**src/rtl/pic_pkg.sv**
```systemverilog
// Shared types for the priority interrupt controller: acknowledge FSM states and EOI commands.
package pic_pkg;

  typedef enum logic [1:0] {
    StIdle = 2'd0,
    StAck1 = 2'd1,
    StAck2 = 2'd2
  } pic_state_e;

  typedef enum logic [1:0] {
    EoiNone    = 2'd0,
    EoiNonSpec = 2'd1,
    EoiSpec    = 2'd2
  } pic_eoi_e;

  // A specific EOI takes precedence if both strobes are raised together.
  function automatic pic_eoi_e eoi_decode(input logic ns, input logic sp);
    pic_eoi_e cmd;
    cmd = EoiNone;
    if (sp) begin
      cmd = EoiSpec;
    end else if (ns) begin
      cmd = EoiNonSpec;
    end
    return cmd;
  endfunction

endpackage

```
**src/rtl/pic_priority_resolver.sv**
```systemverilog
// Combinational priority resolver: rotates by the current lowest-priority pointer, finds the
// highest pending unmasked request and highest in-service channel, and compares their ranks.
module pic_priority_resolver #(
  parameter int unsigned N_IRQ = 8,
  parameter int unsigned ID_W  = $clog2(N_IRQ)
) (
  input  logic [N_IRQ-1:0] i_irr,
  input  logic [N_IRQ-1:0] i_imr,
  input  logic [N_IRQ-1:0] i_isr,
  input  logic             i_rotate,
  input  logic [ID_W-1:0]  i_lowest_id,
  output logic             o_req_hit,
  output logic [ID_W-1:0]  o_req_id,
  output logic             o_isr_hit,
  output logic [ID_W-1:0]  o_isr_id,
  output logic             o_eligible
);

  logic [N_IRQ-1:0] w_pend;
  logic [ID_W-1:0]  w_base;
  logic [ID_W-1:0]  w_idx;
  logic [ID_W-1:0]  w_req_rank;
  logic [ID_W-1:0]  w_isr_rank;

  assign w_pend = i_irr & ~i_imr;
  assign w_base = i_rotate ? (i_lowest_id + ID_W'(1)) : '0;

  // Scan from lowest to highest priority so the last hit is the winner.
  always_comb begin
    o_req_hit  = 1'b0;
    o_req_id   = '0;
    o_isr_hit  = 1'b0;
    o_isr_id   = '0;
    w_req_rank = '0;
    w_isr_rank = '0;
    w_idx      = '0;
    for (int j = N_IRQ - 1; j >= 0; j--) begin
      w_idx = w_base + ID_W'(j);
      if (w_pend[w_idx]) begin
        o_req_hit  = 1'b1;
        o_req_id   = w_idx;
        w_req_rank = ID_W'(j);
      end
      if (i_isr[w_idx]) begin
        o_isr_hit  = 1'b1;
        o_isr_id   = w_idx;
        w_isr_rank = ID_W'(j);
      end
    end
    o_eligible = o_req_hit && (!o_isr_hit || (w_req_rank < w_isr_rank));
  end

endmodule

```
**src/rtl/pic_priority_core.sv**
```systemverilog
// 8259-style priority interrupt controller core: request synchronisation, IRR/ISR/IMR,
// fully nested priority with optional rotation, and a two-pulse acknowledge sequence.
module pic_priority_core
  import pic_pkg::*;
#(
  parameter int unsigned N_IRQ = 8,
  parameter int unsigned ID_W  = $clog2(N_IRQ)
) (
  input  logic             clk,
  input  logic             rst_n,
  input  logic [N_IRQ-1:0] interrupt_request,
  input  logic             level_mode,
  input  logic             rotate_mode,
  input  logic             auto_eoi,
  input  logic             imr_wr,
  input  logic [N_IRQ-1:0] imr_data,
  input  logic [7:0]       vector_base,
  input  logic             int_ack,
  input  logic             eoi_ns,
  input  logic             eoi_sp,
  input  logic [ID_W-1:0]  eoi_id,
  output logic             interrupt_to_cpu,
  output logic [7:0]       vector_out,
  output logic             vector_valid,
  output logic [N_IRQ-1:0] irr_out,
  output logic [N_IRQ-1:0] isr_out,
  output logic [N_IRQ-1:0] imr_out
);

  logic [N_IRQ-1:0] r_sync1, r_sync2, r_sync3;
  logic [N_IRQ-1:0] r_irr, r_isr, r_imr;
  logic [ID_W-1:0]  r_lowest_id, r_id;
  logic             r_ack_q, r_spurious, r_int, r_vector_valid;
  logic [7:0]       r_vector;
  pic_state_e       r_state, w_state_d;

  logic             w_ack_ev, w_enter_ack1, w_load_vec, w_leave_ack2, w_int_d;
  logic             w_req_hit, w_isr_hit, w_eligible;
  logic [ID_W-1:0]  w_win_id, w_isr_top, w_lowest_d;
  logic [N_IRQ-1:0] w_irr_d, w_isr_d;
  pic_eoi_e         w_eoi_cmd;

  assign w_ack_ev  = r_ack_q & ~int_ack;
  assign w_eoi_cmd = eoi_decode(eoi_ns, eoi_sp);

  pic_priority_resolver #(
    .N_IRQ (N_IRQ),
    .ID_W  (ID_W)
  ) u_resolver (
    .i_irr       (r_irr),
    .i_imr       (r_imr),
    .i_isr       (r_isr),
    .i_rotate    (rotate_mode),
    .i_lowest_id (r_lowest_id),
    .o_req_hit   (w_req_hit),
    .o_req_id    (w_win_id),
    .o_isr_hit   (w_isr_hit),
    .o_isr_id    (w_isr_top),
    .o_eligible  (w_eligible)
  );

  always_ff @(posedge clk or negedge rst_n) begin
    if (!rst_n) begin
      r_state <= StIdle;
    end else begin
      r_state <= w_state_d;
    end
  end

  always_comb begin
    w_state_d = r_state;
    case (r_state)
      StIdle:  if (w_ack_ev) w_state_d = StAck1;
      StAck1:  if (w_ack_ev) w_state_d = StAck2;
      StAck2:  w_state_d = StIdle;
      default: w_state_d = StIdle;
    endcase
  end

  // The CPU request is only re-evaluated while idle and drops as soon as an ack begins.
  always_comb begin
    w_enter_ack1 = (r_state == StIdle) && w_ack_ev;
    w_load_vec   = (r_state == StAck1) && w_ack_ev;
    w_leave_ack2 = (r_state == StAck2);
    w_int_d      = (r_state == StIdle) && !w_ack_ev && w_eligible;
  end

  always_comb begin
    w_irr_d    = r_irr;
    w_isr_d    = r_isr;
    w_lowest_d = r_lowest_id;
    if (level_mode) begin
      w_irr_d = r_sync2;
    end else begin
      if (w_enter_ack1 && w_eligible) w_irr_d[w_win_id] = 1'b0;
      w_irr_d = w_irr_d | (r_sync2 & ~r_sync3);
    end
    case (w_eoi_cmd)
      EoiNonSpec: begin
        if (w_isr_hit) begin
          w_isr_d[w_isr_top] = 1'b0;
          if (rotate_mode) w_lowest_d = w_isr_top;
        end
      end
      EoiSpec: begin
        if (r_isr[eoi_id]) begin
          w_isr_d[eoi_id] = 1'b0;
          if (rotate_mode) w_lowest_d = eoi_id;
        end
      end
      default: ;
    endcase
    if (w_leave_ack2 && auto_eoi && !r_spurious) begin
      w_isr_d[r_id] = 1'b0;
      if (rotate_mode) w_lowest_d = r_id;
    end
    // Applied last so a set on ACK1 wins over a same-cycle clear of the same bit.
    if (w_enter_ack1 && w_eligible) w_isr_d[w_win_id] = 1'b1;
  end

  always_ff @(posedge clk or negedge rst_n) begin
    if (!rst_n) begin
      r_sync1        <= '0;
      r_sync2        <= '0;
      r_sync3        <= '0;
      r_irr          <= '0;
      r_isr          <= '0;
      r_imr          <= '1;
      r_lowest_id    <= ID_W'(N_IRQ - 1);
      r_id           <= '0;
      r_spurious     <= 1'b0;
      r_ack_q        <= 1'b1;
      r_int          <= 1'b0;
      r_vector       <= '0;
      r_vector_valid <= 1'b0;
    end else begin
      r_sync1        <= interrupt_request;
      r_sync2        <= r_sync1;
      r_sync3        <= r_sync2;
      r_irr          <= w_irr_d;
      r_isr          <= w_isr_d;
      r_lowest_id    <= w_lowest_d;
      r_ack_q        <= int_ack;
      r_int          <= w_int_d;
      r_vector_valid <= w_load_vec;
      if (imr_wr) r_imr <= imr_data;
      if (w_enter_ack1) begin
        r_id       <= w_eligible ? w_win_id : ID_W'(N_IRQ - 1);
        r_spurious <= !w_eligible;
      end
      if (w_load_vec) r_vector <= {vector_base[7:ID_W], r_id};
    end
  end

  assign interrupt_to_cpu = r_int;
  assign vector_out       = r_vector;
  assign vector_valid     = r_vector_valid;
  assign irr_out          = r_irr;
  assign isr_out          = r_isr;
  assign imr_out          = r_imr;

endmodule

```
**config.mk**
```make
export PLATFORM = sky130hd
export DESIGN_NAME = pic_priority_core
export DESIGN_NICKNAME = d
export VERILOG_FILES = /design/src/rtl/pic_pkg.sv /design/src/rtl/pic_priority_resolver.sv /design/src/rtl/pic_priority_core.sv
export SDC_FILE = /design/constraint.sdc
export NUM_CORES = 1
export LEC_CHECK = 0
export CAP_MARGIN = 20
export CORE_AREA = 2 2 100 102
export CTS_BUF_LIST = sky130_fd_sc_hd__clkbuf_8
export CTS_CLUSTER_DIAMETER = 120
export DETAILED_ROUTE_END_ITERATION = 10
export DIE_AREA = 0 0 102 104
export MAX_ROUTING_LAYER = met4
export PLACE_DENSITY = 0.78
export SYNTH_ARGS = -nofsm -noshare
export SYNTH_HDL_FRONTEND = slang
export SYNTH_SLANG_ARGS = --single-unit
export TNS_END_PERCENT = 20
```
**constraint.sdc**
```tcl
create_clock -name clk -period 4.5 [get_ports clk]
set_input_delay 0.9 -clock clk [delete_from_list [all_inputs] [get_ports clk]]
set_output_delay 0.9 -clock clk [all_outputs]
set_load 0.005 [all_outputs]
```
# Word-level counts from Yosys, hierarchy flattened
# Cells that the tools add are included.
[classes]
n_lt_le_gt_ge = 17
bitwise = 16
addsub = 8
eq_ne = 6
muxes = 112
n_reduce_logical = 19
[ops]
columns = ["cell", "n"]
rows = [
  ["$mux W3", 40],
  ["$mux W8", 7],
  ["$bmux W1 S3", 17],
  ["$and A8 B8 Y8", 6],
  ["$lt A3 B4 Y1 const B", 12],
  ["$not A8 Y8", 6],
  ["$mux W1", 38],
  ["$or A8 B8 Y8", 2],
  ["$pmux W8 S2", 1],
  ["$add A3 B3 Y3 const B", 4],
  ["$demux W1 S3", 4],
  ["$ge A3 B1 Y1 const B", 4],
  ["$logic_and A1 B1 Y1", 12],
  ["$add A3 B1 Y3 const B", 2],
  ["$add A3 B2 Y3 const B", 2],
  ["$mux W2", 3],
  ["$pmux W3 S2", 1],
  ["$eq A2 B1 Y1 const B", 2],
  ["$eq A2 B2 Y1 const B", 2],
  ["$logic_not A1 Y1", 4],
  ["$ne A2 B2 Y1 const B", 2],
  ["$pmux W2 S2", 1],
  ["$lt A3 B3 Y1", 1],
  ["$logic_not A2 Y1", 1],
  ["other kinds (4)", 4],
]
[word_totals]
elab_cells = 192
ff_bits = 68

# Depth between registers and ports, before layout
[depth]
word_depth = 25
depth_mapped = 19
mapped_depth_nobuf = 17

# Hierarchy
# Synthesis repeated with hierarchy kept, for this count alone.
[unflattened]
cells_unflattened = 492
area_unflattened_um2 = 4882.2
[by_module_without_submodules]
columns = ["mod", "seq_area_each_um2", "area_per_inst_um2", "instances", "cells_per_inst"]
rows = [
  ["pic_priority_core", 1716.6, 2844.0, 1, 240],
  ["pic_priority_resolver", 0.0, 2038.2, 1, 252],
]

# Worst setup path before layout
# Ideal clock, no wire load.
[synth_timing]
path_type = "input -> register"
from = "input rotate_mode"
to = "register r_irr[0] (netlist: irr_out[0])"
path_buffers = 3
t_arrival_ns = 4.204
required_ns = 4.358
setup_slack_ns = 0.154
cell_stages = 16
cell_sequence = "nand2b_2 > buf_2 > buf_2 > ha_1 > clkbuf_1 > mux4_2 > a32oi_1 > nand3_1 > nand4b_1 > o21bai_1 > ha_1 > a21o_1 > o31ai_1 > o21ai_1 > nor3b_4 > a31oi_1"
[synth_between]
elab_chain_cells = 22
word_cells_on_any_way = 96
[synth_lines]
columns = ["element", "line", "text"]
rows = [
  ["start: declaration", "pic_priority_core.sv:13", "input logic rotate_mode,"],
  ["$mux W3 *", "pic_priority_resolver.sv:26", "assign w_base = i_rotate ? (i_lowest_id + ID_W'(1)) : '0;"],
  ["$add A3 B3 Y3", "pic_priority_resolver.sv:38", "w_idx = w_base + ID_W'(j);"],
  ["$bmux W1 S3", "pic_priority_resolver.sv:39", "if (w_pend[w_idx]) begin"],
  ["$mux W1 (not written as such)", "pic_priority_resolver.sv:39", ""],
  ["$mux W3 (8 in series)", "pic_priority_resolver.sv:39", ""],
  ["$lt A3 B4 Y1 (not written as such) / $ge A3 B1 Y1 (equally long branches)", "pic_priority_core.sv:95", "if (w_enter_ack1 && w_eligible) w_irr_d[w_win_id] = 1'b0;"],
  ["$logic_and A1 B1 Y1 (not written as such)", "pic_priority_core.sv:95", ""],
  ["$mux W1 (not written as such)", "pic_priority_core.sv:95", ""],
  ["$demux W1 S3", "pic_priority_core.sv:95", ""],
  ["$not A8 Y8 (no source line)", "--", ""],
  ["$and A8 B8 Y8 (no source line)", "--", ""],
  ["$mux W8 *", "pic_priority_core.sv:95", ""],
  ["$mux W8 *", "pic_priority_core.sv:92", "if (level_mode) begin"],
  ["$or A8 B8 Y8 *", "pic_priority_core.sv:96", "w_irr_d = w_irr_d | (r_sync2 & ~r_sync3);"],
  ["$mux W8 *", "pic_priority_core.sv:92", ""],
  ["via w_irr_d[0]", "pic_priority_core.sv:40", "logic [N_IRQ-1:0] w_irr_d, w_isr_d;"],
  ["end signal: assignment", "pic_priority_core.sv:140", "r_irr <= w_irr_d;"],
  ["end: declaration", "pic_priority_core.sv:31", "logic [N_IRQ-1:0] r_irr, r_isr, r_imr;"],
]
# The timed path passes the listed nets; every way through them passes the cells marked *. The select of a mux whose other input is x is not followed.
# A chain may end at the register's enable or synchronous reset.

# Final worst setup path
[layout_timing]
from = "input rotate_mode"
to = "register r_int (netlist: interrupt_to_cpu)"
[layout_between]
elab_chain_cells = 16
word_cells_on_any_way = 77
[layout_lines]
columns = ["element", "line", "text"]
rows = [
  ["$mux W3 *", "pic_priority_resolver.sv:26", ""],
  ["$add A3 B3 Y3", "pic_priority_resolver.sv:38", ""],
  ["$bmux W1 S3 (on tied branches)", "pic_priority_resolver.sv:39, pic_priority_resolver.sv:44", ""],
  ["$mux W1 (on tied branches)", "pic_priority_resolver.sv:39, pic_priority_resolver.sv:44", ""],
  ["$mux W3 (tied with other cells) (8 in series)", "pic_priority_resolver.sv:39", ""],
  ["$lt A3 B3 Y1 / $logic_not A1 Y1 (equally long branches)", "pic_priority_resolver.sv:50", "o_eligible = o_req_hit && (!o_isr_hit || (w_req_rank < w_isr_rank));"],
  ["$logic_or A1 B1 Y1", "pic_priority_resolver.sv:50", ""],
  ["$logic_and A1 B1 Y1 *", "pic_priority_resolver.sv:50", ""],
  ["$logic_and A1 B1 Y1 *", "pic_priority_core.sv:85", "w_int_d = (r_state == StIdle) && !w_ack_ev && w_eligible;"],
  ["via w_int_d", "pic_priority_core.sv:37", "logic w_ack_ev, w_enter_ack1, w_load_vec, w_leave_ack2, w_int_d;"],
  ["end signal: assignment", "pic_priority_core.sv:144", "r_int <= w_int_d;"],
  ["end: declaration", "pic_priority_core.sv:33", "logic r_ack_q, r_spurious, r_int, r_vector_valid;"],
]
# Marks and branches as above.

==> out/summary.md <==
The starting density of the core was 50.00%. STA classifies the critical path startpoint as an input port. During synthesis, Yosys emitted a total of 0 warnings. The run gives 0.4485 mV as the maximum resistive drop on vdd. The flow ran to the end, and the final reports show no timing, DRC or antenna violations.

The total area inside the core boundary comes to 0.009549 mm^2. The max-slew violation total from the final report came out at 0. Measured on the finished design, the core utilization comes to 68.20%. Based on the critical path, the design can be clocked at up to 0.2312 GHz.

The sum of negative setup slack was 0 ns. Across the run, the number of max-cap violations was 0. The tools report the final RePlAce weighted congestion as 0.9834.

The synthesized design contains 0 enable-type register cells. Averaged over all synthesized cells, the footprint is 9.989 um^2. The synthesized cell area was 0.004775 mm^2. In the final design database the tool counted 686 nets.

The path class of the tightest hold or removal check is flop to flop. Kind of critical path: input port to flop. Required time reported for the critical path endpoint: 4.71 ns. The top cell types in the final layout, fill and taps aside, are 106 x buf_4, 65 x clkdlybuf4s50_1, 56 x dfrtp_1, 40 x mux2i_1, 39 x nand2_1. The number of antenna repair diodes is 0, and the clock latency on the worst-skew pair is 0.33 ns.

For the pin with the worst max-slew slack, the measured transition is 0.7413 ns. The post-synthesis async set-or-reset flop share is 100.0%, and the number of buffers created by CTS is 9. The routed length per placed instance came out at 17.95 um. Fraction of the yosys area taken by sequential cells: 35.95%. Maximum clock skew at final layout: 0.01169 ns. The placement row count came out at 36. The number of detailed-route iterations in the first pass was 5. For the finished layout, the period the worst path requires is 4.325 ns. The die extent in x works out to 102 um. TritonCTS built the clock tree. In the routed design, unresolved DRC markers number 0.

The count of filler cells inserted in the layout was 747; the overall via count from detail_route was 4641. For this design, the sink count on the clock tree is 68. The tools report the H-tree depth reported by CTS as 3.

The run gives 75 as the number of different library cells in the post-synthesis netlist. The full die area is 0.01061 mm^2. The maximum number of pins on one net before global-route repair is 50, and the number of nets with antenna violations after routing is 0. The total of hold buffers inserted after clock tree synthesis is 0. Pin placement for this block handled 70 I/O pins. Synthesis produced 478 cells. Measured along the y axis, the die boundary spans 104 um. The most common library cell in the layout ignoring fill and taps is buf_4.

Headroom to the max-slew limit came out at 49.90%. The maximum fanout encountered on the critical timing path was 4; the total global-route track usage was 28.32%. Number of global-route vias before repair: 4689.

After the first detailed-routing iteration, the DRC count stood at 329. The final number of hold-violating endpoints was 0; the count of buffers inserted at the top-level ports was 66. No sink is reached through more buffers than the 2 on the longest clock path. Compared with the post-synthesis result, the final layout area differs by 36.40%. Most instantiated flip-flop cell in the synthesis netlist: dfrtp_1. The average vias per placed instance was 5.935; the data arrival time at the worst-slack endpoint was 4.53 ns.

The root buffer cell chosen for the clock tree is clkbuf_8. The period utilization is 96.12%, and the synthesized net count is 519. The initial antenna violation count is 0, and the final setup violation count is 0. The routed wire length was 14.03 mm; the global-route wire length before repair was 23.22 mm.

The worst setup path is captured at a flop. Cells with a size suffix above 1 make up 30.51% of the layout. For this run the aggregate overflow at the end of global routing stands at 0. After synthesis the netlist holds a flip-flop and latch count of 68. The clock transition at the registers of the reported paths is 0.07 ns, and the total power density per cell area is 695.8 mW/mm^2.

After legalization and detailed placement, the total HPWL measured 10.90 mm. Standby leakage power: 0.002857 uW.
[final cells by class]
type	instances	area, um^2	area share (%)
multi-input combinational	378	2935	45.07
sequential	68	1717	26.36
timing repair buffer	173	1471	22.59
tap	133	166.4	2.555
clock buffer	9	123.9	1.902
inverter	15	56.30	0.8646
clock inverter	6	42.54	0.6532
[report_power, final]
part | internal [uW] | switching, uW
combinational | 1590 | 1610
clock | 196 | 232
sequential | 749 | 153
total | 2530 | 2000
[final timing paths]
check | slack (ns) | end | cells after the start | from
setup / recovery | 0.17 | interrupt_to_cpu$_DFF_PN0_ | 17 | rotate_mode
hold / removal | 0.35 | r_sync2[7]$_DFF_PN0_ | 0 | r_sync1[7]$_DFF_PN0_
setup reg to reg | 0.36 | interrupt_to_cpu$_DFF_PN0_ | 17 | r_lowest_id[0]$_DFF_PN1_
hold reg to reg | 0.35 | r_sync2[7]$_DFF_PN0_ | 0 | r_sync1[7]$_DFF_PN0_
max in group asynchronous | 3.24 | imr_out[4]$_DFFE_PN1P_ | 3 | rst_n
min in group asynchronous | 0.40 | isr_out[4]$_DFF_PN0_ | 1 | rst_n
[per-layer routing]
metal / track usage (%) / vias to the layer above / routed length (um)
met1: 37.75 / 2223 / 5780
met4: 10.57 / 0 / 349
met3: 3.226 / 35 / 923
met5: - / - / 0
met2: 44.50 / 218 / 6981
li1: - / 2165 / -
[critical path: stages]
cell	delay, ns
clkdlybuf4s50_1	0.46
nand2_1	0.19
inv_1	0.09
ha_1	0.22
inv_1	0.12
a21o_1	0.12
and2_2	0.19
mux4_2	0.53
nor2_1	0.19
nand2_1	0.10
a21oi_1	0.15
ha_1	0.26
a21o_1	0.16
o31ai_1	0.08
o21ai_1	0.19
nor2_1	0.26
nor4b_1	0.32
[cells in the mapped netlist, types with 4 or more instances]
cell type,count,area share [%]
nor4_1,6,0.79
o211ai_1,5,0.79
o311ai_0,4,0.73
nand2b_1,9,1.2
nor2b_1,13,1.7
mux2i_1,40,8.4
a31oi_1,12,1.6
dfstp_2,12,6.6
ha_1,5,1.3
nor2_1,32,2.5
o21ai_0,18,1.9
a211oi_1,5,0.79
a21o_1,5,0.79
a21oi_1,20,2.1
a22oi_1,4,0.63
o221ai_1,6,1.1
dfrtp_1,56,29
inv_1,14,1.1
mux4_2,11,5.2
buf_2,4,0.42
clkbuf_1,10,0.79
and2_1,8,1.0
mux2_2,33,7.8
nand2_1,39,3.1
o2bb2ai_1,4,0.73
or2_2,4,0.52
a21boi_0,8,1.3
nor3b_1,7,1.1
o31ai_1,5,0.79
nor3_1,7,0.73
nand3_1,9,0.94
[registers in the layout, summed over array words and instances (netlist names)]
register,cells
imr_out,8
irr_out,8
isr_out,8
r_sync1,8
r_sync2,8
r_sync3,8
vector_out,8
r_id,3
r_lowest_id,3
r_state,2
interrupt_to_cpu,1
r_ack_q,1
r_spurious,1
vector_valid,1
[kinds of logic (layout without fill, tap and decap cells)]
kind of cell / count (synthesis) / in the layout / share of synthesized area (%)
buffers and inverters: 32 / 203 / 2.778
AO/OA/AOI/OAI: 130 / 130 / 19.58
AND/OR/NAND/NOR: 152 / 152 / 16.82
XOR/XNOR: 4 / 4 / 1.442
multiplexers: 87 / 87 / 22.12
flip-flops: 68 / 68 / 35.95
adder cells (fa/ha/maj): 5 / 5 / 1.310
[what timing repair did]
action	4_1_cts	5_1_grt
setup buffers	0	0
resized for setup	0	2
setup endpoints to repair	0	4
[per-stage QoR]
stage / instance area (um^2) / total power [uW] / hold WS (ns) / setup WS (ns) / instances
finish: 6513 / 4531 / 0.3493 / 0.1748 / 782
global route: 6513 / 4825 / 0.3604 / -0.001283 / 782
CTS: 6482 / 4477 / 0.3510 / 0.2149 / 781
detailed placement: 6316 / 4017 / 0.3347 / -0.08825 / 766
global placement: 6316 / 3935 / 0.3326 / -0.02138 / 766
floorplan: 4775 / 2620 / 0.3312 / 0.1542 / 478
Note: power is estimated with default switching activity, not from simulation.
